## src/rtl/cjb_nbit_skid_reg_v.sv

```systemverilog
// n-bit pipeline stage with valid/ready handshake and a one-entry skid buffer.
// in_ready is registered, so out_ready never reaches in_ready combinationally.
module cjb_nbit_skid_reg_v #(
   parameter int unsigned        n          = 8,
   parameter logic [n-1:0]       RESET_DATA = '0
) (
   input  logic         Clock,
   input  logic         Resetn,
   input  logic         flush,
   input  logic [n-1:0] in_data,
   input  logic         in_valid,
   output logic         in_ready,
   output logic [n-1:0] out_data,
   output logic         out_valid,
   input  logic         out_ready,
   output logic [1:0]   occupancy
);

   typedef enum logic [1:0] {
      EMPTY = 2'd0,
      ONE   = 2'd1,
      TWO   = 2'd2
   } state_t;

   state_t         state_r;
   state_t         state_s;
   logic [n-1:0]   main_r;
   logic [n-1:0]   main_s;
   logic [n-1:0]   skid_r;
   logic [n-1:0]   skid_s;
   logic           in_ready_r;
   logic           out_valid_r;
   logic [1:0]     occupancy_r;
   logic           accept_s;
   logic           emit_s;

   assign accept_s  = in_valid & in_ready_r;
   assign emit_s    = out_valid_r & out_ready;

   assign in_ready  = in_ready_r;
   assign out_valid = out_valid_r;
   assign out_data  = main_r;
   assign occupancy = occupancy_r;

   // Next state and data registers; flush outranks both accept and emit.
   always_comb begin
      state_s = state_r;
      main_s  = main_r;
      skid_s  = skid_r;
      if (flush) begin
         state_s = EMPTY;
         main_s  = RESET_DATA;
         skid_s  = RESET_DATA;
      end else begin
         case (state_r)
            EMPTY: begin
               if (accept_s) begin
                  state_s = ONE;
                  main_s  = in_data;
               end else begin
                  state_s = EMPTY;
               end
            end
            ONE: begin
               if (accept_s && emit_s) begin
                  state_s = ONE;
                  main_s  = in_data;
               end else if (accept_s) begin
                  state_s = TWO;
                  skid_s  = in_data;
               end else if (emit_s) begin
                  state_s = EMPTY;
                  main_s  = RESET_DATA;
               end else begin
                  state_s = ONE;
               end
            end
            TWO: begin
               // in_ready is low here, so only an emit can move the state
               if (emit_s) begin
                  state_s = ONE;
                  main_s  = skid_r;
                  skid_s  = RESET_DATA;
               end else begin
                  state_s = TWO;
               end
            end
            default: begin
               state_s = EMPTY;
               main_s  = RESET_DATA;
               skid_s  = RESET_DATA;
            end
         endcase
      end
   end

   // State and storage registers.
   always_ff @(posedge Clock or negedge Resetn) begin
      if (!Resetn) begin
         state_r <= EMPTY;
         main_r  <= RESET_DATA;
         skid_r  <= RESET_DATA;
      end else begin
         state_r <= state_s;
         main_r  <= main_s;
         skid_r  <= skid_s;
      end
   end

   // Handshake and occupancy outputs, registered from the next state.
   always_ff @(posedge Clock or negedge Resetn) begin
      if (!Resetn) begin
         in_ready_r  <= 1'b1;
         out_valid_r <= 1'b0;
         occupancy_r <= 2'd0;
      end else begin
         in_ready_r  <= (state_s != TWO);
         out_valid_r <= (state_s != EMPTY);
         case (state_s)
            EMPTY:   occupancy_r <= 2'd0;
            ONE:     occupancy_r <= 2'd1;
            TWO:     occupancy_r <= 2'd2;
            default: occupancy_r <= 2'd0;
         endcase
      end
   end

endmodule

```

## config.mk

```make
export PLATFORM = sky130hd
export DESIGN_NAME = cjb_nbit_skid_reg_v
export DESIGN_NICKNAME = d
export VERILOG_FILES = /design/src/rtl/cjb_nbit_skid_reg_v.sv
export SDC_FILE = /design/constraint.sdc
export NUM_CORES = 1
export LEC_CHECK = 0
export BUFFER_PORTS_ARGS = -buffer_cell sky130_fd_sc_hd__buf_2
export CAP_MARGIN = 5
export CELL_PAD_IN_SITES_DETAIL_PLACEMENT = 1
export CELL_PAD_IN_SITES_GLOBAL_PLACEMENT = 1
export CORE_MARGIN = 1.5
export CORE_UTILIZATION = 45
export CTS_BUF_LIST = sky130_fd_sc_hd__clkbuf_8
export CTS_CLUSTER_SIZE = 40
export DETAILED_ROUTE_END_ITERATION = 7
export PLACE_DENSITY = 0.88
export SYNTH_ARGS = -nofsm -noshare
export SYNTH_HDL_FRONTEND = slang
export SYNTH_SLANG_ARGS = --single-unit
```

## constraint.sdc

```tcl
create_clock -name Clock -period 2.9 [get_ports Clock]
set_clock_uncertainty 0.2 [all_clocks]
set_input_delay 0.58 -clock Clock [delete_from_list [all_inputs] [get_ports Clock]]
set_output_delay 0.58 -clock Clock [all_outputs]
set_load 0.02 [all_outputs]
```

# ---- After elaboration in Yosys (flattened, before gate mapping)
# Cells that the tools add are included.
dict set report op_classes {
  n_eq_ne 12
  muxes 18
  bitwise 2
  n_reduce_logical 5
}
# op count
set op_table {}
lappend op_table {{2-to-1 mux 8 bit} 8}
lappend op_table {{one-hot mux 8 bit (3 select lines)} 2}
lappend op_table {{!= test 3 bit, second input constant} 4}
lappend op_table {{2-to-1 mux 2 bit} 4}
lappend op_table {{!= test 4 bit, second input constant} 2}
lappend op_table {{AND reduction 4 bit} 2}
lappend op_table {{one-hot mux 2 bit (3 select lines)} 1}
lappend op_table {{== test 2 x 1 -> 1 bit, second input constant} 2}
lappend op_table {{== test 2 bit, second input constant} 2}
lappend op_table {{!= test 2 bit, second input constant} 2}
lappend op_table {{one-hot mux 2 bit (2 select lines)} 1}
lappend op_table {{bitwise AND 1 bit} 2}
lappend op_table {{zero test 2 bit} 1}
lappend op_table {{2-to-1 mux 1 bit} 2}
lappend op_table {{nonzero test 2 bit} 1}
lappend op_table {{logical AND 1 bit} 1}
dict set report totals {
  reg_bits 22
  out_inout_bits 12
  elab_cells 43
}

# ---- Longest topological paths before layout
# Gate-level depths: netlist (run 1).
dict set report depth {
  ltp_word 8
  depth_mapped 6
  ltp_nobuf 4
}

# ---- Worst setup path after synthesis (run 1)
# OpenSTA, ideal clock, no wires.
dict set report synth_timing {
  path_kind {input port to flip-flop}
  start {input port out_ready}
  end {register main_r[0], in the netlist out_data[0]}
  setup_ps 132
  t_arrival_ps 1393
  slack_ps 1175
  stages 5
  path_buffers 1
  path_cell_list {buf_2 nand3_1 a32o_1 a22oi_1 nor2_1}
}
dict set report synth_between {
  elab_chain_len 5
  word_cells_on_any_way 9
}
# item line_no
set synth_rtl {}
lappend synth_rtl {{from (decl)} 15} ;# input logic out_ready,
lappend synth_rtl {{bitwise AND 1 bit (*)} 38} ;# assign emit_s = out_valid_r & out_ready;
lappend synth_rtl {{logical AND 1 bit} 65} ;# if (accept_s && emit_s) begin
lappend synth_rtl {{2-to-1 mux 8 bit} 65}
lappend synth_rtl {{one-hot mux 8 bit (3 select lines)} 55} ;# case (state_r)
lappend synth_rtl {{2-to-1 mux 8 bit} 50} ;# if (flush) begin
lappend synth_rtl {{to (signal assigned)} 105} ;# main_r <= main_s;
lappend synth_rtl {{to (decl)} 27} ;# logic [n-1:0] main_r;
# Mark *: on every way between the ends. The rest lies on a longest branch, timed or not.
# A chain may end at the register's enable or synchronous reset.

# ---- Final worst setup path (run 1)
dict set report layout_timing {
  start {register out_valid_r, in the netlist out_valid}
  end {output port out_valid}
}
# item line_no
set layout_rtl {}
lappend layout_rtl {{from (decl)} 32} ;# logic out_valid_r;
lappend layout_rtl {{from (signal assigned)} 118} ;# out_valid_r <= (state_s != EMPTY);
lappend layout_rtl {{to (decl)} 14} ;# output logic out_valid,
# No word-level cell between the ends.

==> results_dict.tcl, run 1 <==
set metrics [dict create \
    p_leak_nw 0.5684 \
    dp.cells 164 \
    slowest_stage "dfrtp_1" \
    remaining_drc_errors 0 \
    hp-class "in -> async" \
    yosysSeqAreaShare_pct 48.78 \
    cp.buffers_inverters 1 \
    fin_crit_sh_pct 70.39 \
    die_width_microns 53.14 \
    cts.htree.levels 1 \
    setup_viol 0 \
    core_area_sq_um 2297 \
    grt_max_degree 23 \
    path_class "reg -> out" \
    row_count 17 \
    hold_slack_ns 0.07831 \
    vias_per_cell 5.839 \
    place_hpwl_microns 2013 \
    grt_antenna_before_repair 0 \
    status "complete, no violations" \
    fin_util_pct 56.54 \
    antenna_cells 0 \
    ant_nets 0 \
    avgSynthCellArea_sq_um 9.505 \
    fin_nets 154 \
    drt_iter0_drc 23 \
    crit_chain "buf_2" \
    drv_slew 0 \
    pwr_density_cell_nw_per_um2 580.1 \
    first_pass_iters 4 \
    cp.required_ns 2.12 \
    place_ws_ns 0.9255 \
    cts_hold_buf 0 \
    worst_setup_path_start_kind "flop" \
    cts_setup_buffers 0 \
    numCtsBuffers 3 \
    ir_worst_vdd_v 0.0003366 \
    clk_pin_slew_ns 0.08 \
    postSynthCellCount 119 \
    start_util_pct 49.24 \
    finalSetupTns_ns 0 \
    areaGrowthSynthToFinish_pct 14.82 \
    grt_pass1_wl_microns 4609 \
    cp_max_fo 17 \
    cts_resized 0 \
    ys_types 28 \
    dieArea_sq_um 2823 \
    overflow 0 \
    cts_num_sinks 22 \
    final_cell_mix "buf_2, dfrtp_1, nand2_1" \
    cp.arrival_ns 1.26 \
    grt_pass1_vias 990 \
    tightest_slew_ns 0.7179 \
    fin_cells 168 \
    synth_nets 132 \
    crit_family "flip-flops" \
    drive_gt1_share_pct 23.57 \
    final.setup.worst_slack_ns 0.8588 \
    cts_tree "done" \
    layout_commonest_cell "buf_2" \
    cts-root-buf "clkbuf_8" \
    clk_path_buf_depth 2 \
    yosys_warnings 0 \
    totalWireLength_microns 2828 \
    rsz0062_at_grt "false" \
    hold_viol 0 \
    num_vias 981 \
    synth_area_sq_um 1131 \
    max_clock_freq_mhz 489.9 \
    grt_use_total_pct 22.58 \
    filler_cell_count 285 \
    post-route-min-period_ns 2.041 \
    max_slew_margin_pct 52.14 \
    port_buffers 24 \
    wl_per_cell_microns 16.83 \
    slowest_delay_ns 0.73 \
    die_h_microns 53.14 \
    ys_ff_latch 22 \
    routabilityCongestion 0.8459 \
    insertion_delay_ns 0.26 \
    maxCapViolCount 0 \
    io_pins 25 \
    critPathCaptureType "primary output" \
]
kinds of logic after synthesis:
kind of cell | Yosys count | share of synthesized area (%)
buffers and inverters | 9 | 3.539
and+or+nand+nor | 36 | 14.38
xor gates and xnor gates | 1 | 0.7745
AOI/OAI and AO/OA | 43 | 25.44
DFF | 22 | 48.78
muxes | 8 | 7.080
path summary, 6_finish.rpt:
path                              from      endpoint  slack (ns)  cells after the start
max                          out_valid     out_valid        0.86                      1
min                             Resetn  occupancy[1]        0.08                      1
max reg2reg                 state_r[1]   out_data[2]        0.87                      4
min reg2reg                out_data[5]   out_data[5]        0.35                      2
max in group asynchronous       Resetn      in_ready        2.07                      1
min in group Clock         out_data[5]   out_data[5]        0.35                      2
per-layer routing:
layer	vias to the layer above	part of all wire, %	track usage, %	routed length (microns)
met4	0	0.32	5.128	9
met3	2	2.1	2.542	58
met1	489	46	29.37	1300
met2	13	52	40.00	1459
met5	-	0	0	0
li1	477	-	-	-
power breakdown:
group	switching (mW)	total (mW)	internal [mW]
logic	0.120	0.192	0.0719
clock network	0.0953	0.190	0.0943
registers	0.0386	0.371	0.333
total	0.254	0.753	0.499
synth_stat cells, drive strengths merged:
master | count | share of area [%]
dfrtp | 21 | 46
nand2 | 18 | 6.2
a21oi | 11 | 5.2
nor2 | 11 | 3.7
a22oi | 8 | 5.3
mux2i | 8 | 7.1
o21ai | 8 | 3.5
o22ai | 8 | 4.4
buf | 5 | 2.2
nand4b | 3 | 2.3
a221oi | 2 | 1.5
clkbuf | 2 | 0.66
inv | 2 | 0.66
a21boi | 1 | 0.66
a31oi | 1 | 1.1
a32o | 1 | 0.88
dfstp | 1 | 2.3
nand2b | 1 | 0.55
nand3 | 1 | 0.44
nand3b | 1 | 0.66
nor2b | 1 | 0.55
o21a | 1 | 0.66
o221ai | 1 | 1.3
o22a | 1 | 0.77
xor2 | 1 | 0.77
metrics by stage:
stage | total power, mW | cell area (sq um)
floorplan | 0.5025 | 1131
global placement | 0.5592 | 1254
detailed placement | 0.5681 | 1254
CTS | 0.7601 | 1299
global route | 0.7947 | 1299
finish | 0.7534 | 1299
state kept, by name, indices dropped and copies added, names as in the netlist:
register / count
out_data: 8
in_ready: 1
occupancy: 2
out_valid: 1
state_r: 2
skid_r: 8
layout make-up:
class / count / area [sq um] / area share (%)
multi-input cells: 88 / 539.3 / 41.52
flip-flops and latches: 22 / 551.8 / 42.49
repair buffers: 24 / 120.1 / 9.249
clock inverters: 1 / 3.754 / 0.2890
clock buffers: 3 / 41.29 / 3.179
well taps: 28 / 35.03 / 2.697
inverters: 2 / 7.507 / 0.5780
(Power assumes the default switching activity.)
==> run 2: changes to the inputs <==
ABC_AREA = 1   (was unset)
CORE_ASPECT_RATIO = 0.5   (was unset)
CORE_UTILIZATION = 40   (was 45)
PLACE_DENSITY = 0.83   (was 0.88)
clock period = 2 ns   (was 2.9 ns; I/O delays follow)
==> run 2 against run 1 <==
  * Die area is 21% higher
  * Sequential share of layout area is 4.1 points lower
  * Power is 61% higher
  * Via count is 18% higher
  * Final area is 11% higher
  * Clock-buffer cell count stayed put
  * Synthesized cell count is 42% higher
  * Cell count is 38% higher
  * Critical path type is now reg -> reg
  * Register-to-register slack worse by 0.65 ns
  * Synthesized area is 7.7% higher
  * Wire length is 16% higher
  * Largest cell class is now multi-input combinational cells
  * Critical path depth is 5 higher
==> results_dict.tcl, run 2 <==
set metrics [dict create \
    row_count 13 \
    place_hpwl_microns 2528 \
    post-route-min-period_ns 1.781 \
    ys_ff_latch 22 \
    synth_nets 182 \
    die_width_microns 81.06 \
    swShare_pct 30.82 \
    cts_setup_buffers 0 \
    slowest_stage "dfstp_2" \
    rsz0062_at_grt "false" \
    hp-class "in -> reg" \
    maxCapViolCount 0 \
    drv_slew 0 \
    regArea_sq_um 551.8 \
    drt_iter0_drc 36 \
    ys_types 18 \
    cts_num_sinks 22 \
    grt_pass1_vias 1138 \
    cts-root-buf "clkbuf_8" \
    tightest_slew_ns 0.5073 \
    yosys_warnings 0 \
    dieArea_sq_um 3407 \
    grt_use_total_pct 22.25 \
    vias_per_cell 4.983 \
    grt_antenna_before_repair 0 \
    fin_util_pct 52.56 \
    final_area_sq_um 1436 \
    synth_top_area_share_pct 43.12 \
    final_cell_mix "nand2_1, nand3_1, buf_2" \
    cts_resized 0 \
    p_clk_share_pct 34.3 \
    clk_path_buf_depth 2 \
    routabilityCongestion 0.8047 \
    fin_nets 209 \
    areaGrowthSynthToFinish_pct 17.86 \
    power_switching_uw 372.9 \
    cp_max_fo 8 \
    cp.arrival_ns 1.79 \
    synth_area_leaders "dfrtp_1, nand2_1, nand3_1" \
    insertion_delay_ns 0.27 \
    cp.required_ns 2.00 \
    overflow 0 \
    remaining_drc_errors 0 \
    antenna_cells 0 \
    post-synth-top-area-cell "dfrtp_1" \
    grt_max_degree 23 \
    cts_hold_buf 1 \
    multiInputGateArea_sq_um 588.1 \
    final.setup.worst_slack_ns 0.2188 \
    grt_pass1_wl_microns 5637 \
    die_h_microns 42.03 \
    synth_area_sq_um 1219 \
    async_flop_share_pct 100.0 \
    hold_viol 0 \
    crit_chain "nand2_1 -> nor2_1 -> nand3_1 -> nand3_1 -> nand2_1 -> nand2_1" \
    first_pass_iters 4 \
    synth-edff-count 0 \
    wl_per_cell_microns 14.18 \
    cp.buffers_inverters 0 \
    layout_commonest_cell "nand2_1" \
    pwr_density_cell_nw_per_um2 842.4 \
    clk_pin_slew_ns 0.08 \
    filler_cell_count 375 \
    fin_crit_sh_pct 89.06 \
    p_seq_share_pct 42.7 \
    finalSetupTns_ns 0 \
    crit_family "simple AND/OR/NAND/NOR gates" \
    max_clock_freq_mhz 561.4 \
    setup_viol 0 \
    p_comb_share_pct 23.0 \
    yosysSeqAreaShare_pct 45.28 \
    totalWireLength_microns 3290 \
    worst_setup_path_start_kind "flop" \
    ir_worst_vdd_v 0.0003677 \
    drive_gt1_share_pct 22.56 \
    synth_most_common_cell "nand2_1" \
    core_area_sq_um 2733 \
    start_util_pct 44.60 \
    num_vias 1156 \
    status "complete, no violations" \
    place_area_sq_um 1355 \
    finalPower_mw 1.210 \
    p_leak_nw 0.8163 \
    cts.htree.levels 1 \
    cpMostUsedCell "nand2_1" \
    critPathCaptureType "flop" \
    ant_nets 0 \
    io_pins 25 \
    cts_tree "done" \
    postSynthCellCount 169 \
    avgSynthCellArea_sq_um 7.211 \
    place_ws_ns 0.2470 \
    synth_flop_cell "dfrtp_1" \
    internal_power_uw 837.2 \
    synth_commonest_cells "nand2_1, nand3_1, dfrtp_1, nor2_1, inv_1" \
    path_class "reg -> reg" \
    numCtsBuffers 3 \
    port_buffers 24 \
    slowest_delay_ns 0.53 \
    max_slew_margin_pct 66.18 \
]
run 2: cell count changes in the layout (fill, tap and decap cells not counted), moves of 8 or more:
cell,change
o21ai_1,-8
mux2i_1,-8
nand2_1,+63
a21oi_1,-8
a22oi_1,-8
o22ai_1,-8
nand3_1,+23
run 2: cell families after synthesis:
group                  synth area share [%]
AOI/OAI and AO/OA                     1.848
DFF                                   45.28
buffers and inverters                 6.469
and+or+nand+nor                       46.41
run 2: final timing paths:
check                      slack, ns   startpoint  cells past startpoint          end
hold reg to reg                 0.27  out_data[3]                      2  out_data[3]
min in group asynchronous       0.43       Resetn                      2    skid_r[6]
setup reg to reg                0.22     in_ready                      6  out_data[1]
setup / recovery                0.22     in_ready                      6  out_data[1]
max in group asynchronous       0.80       Resetn                      2     in_ready
hold / removal                  0.26        flush                      2   state_r[0]
run 2: layer usage:
layer / routed length, microns / track usage [%] / part of all wire, %
met1: 1837 / 32.97 / 56
met2: 1330 / 33.67 / 40
met3: 111 / 5.217 / 3.4
met4: 10 / 3.103 / 0.30
met5: 0 / 0 / 0
run 2: cell type report:
cell class,count,share of cell area (%)
Sequential cell,22,38.41
Inverter,13,3.397
Clock inverter,1,2.091
Timing Repair Buffer,25,9.059
Multi-Input combinational cell,131,40.94
Tap cell,37,3.223
Clock buffer,3,2.875
run 2: power by group through the flow:
| stage | sequential, mW | clock, mW | combinational [mW] |
|---|---|---|---|
| after detailed placement | 0.525 | 0 | 0.276 |
| after global routing | 0.522 | 0.436 | 0.317 |
| after CTS | 0.517 | 0.425 | 0.281 |
| after floorplan | 0.551 | 0 | 0.163 |
| final | 0.517 | 0.415 | 0.278 |
| after global placement | 0.523 | 0 | 0.268 |
run 2: through the flow:
step           hold WS, ns  std cells
2_1_floorplan     -0.09559        169
3_3_place_gp        0.1904        227
3_5_place_dp        0.2059        227
4_1_cts             0.2359        232
5_1_grt             0.2497        232
6_report            0.2614        232
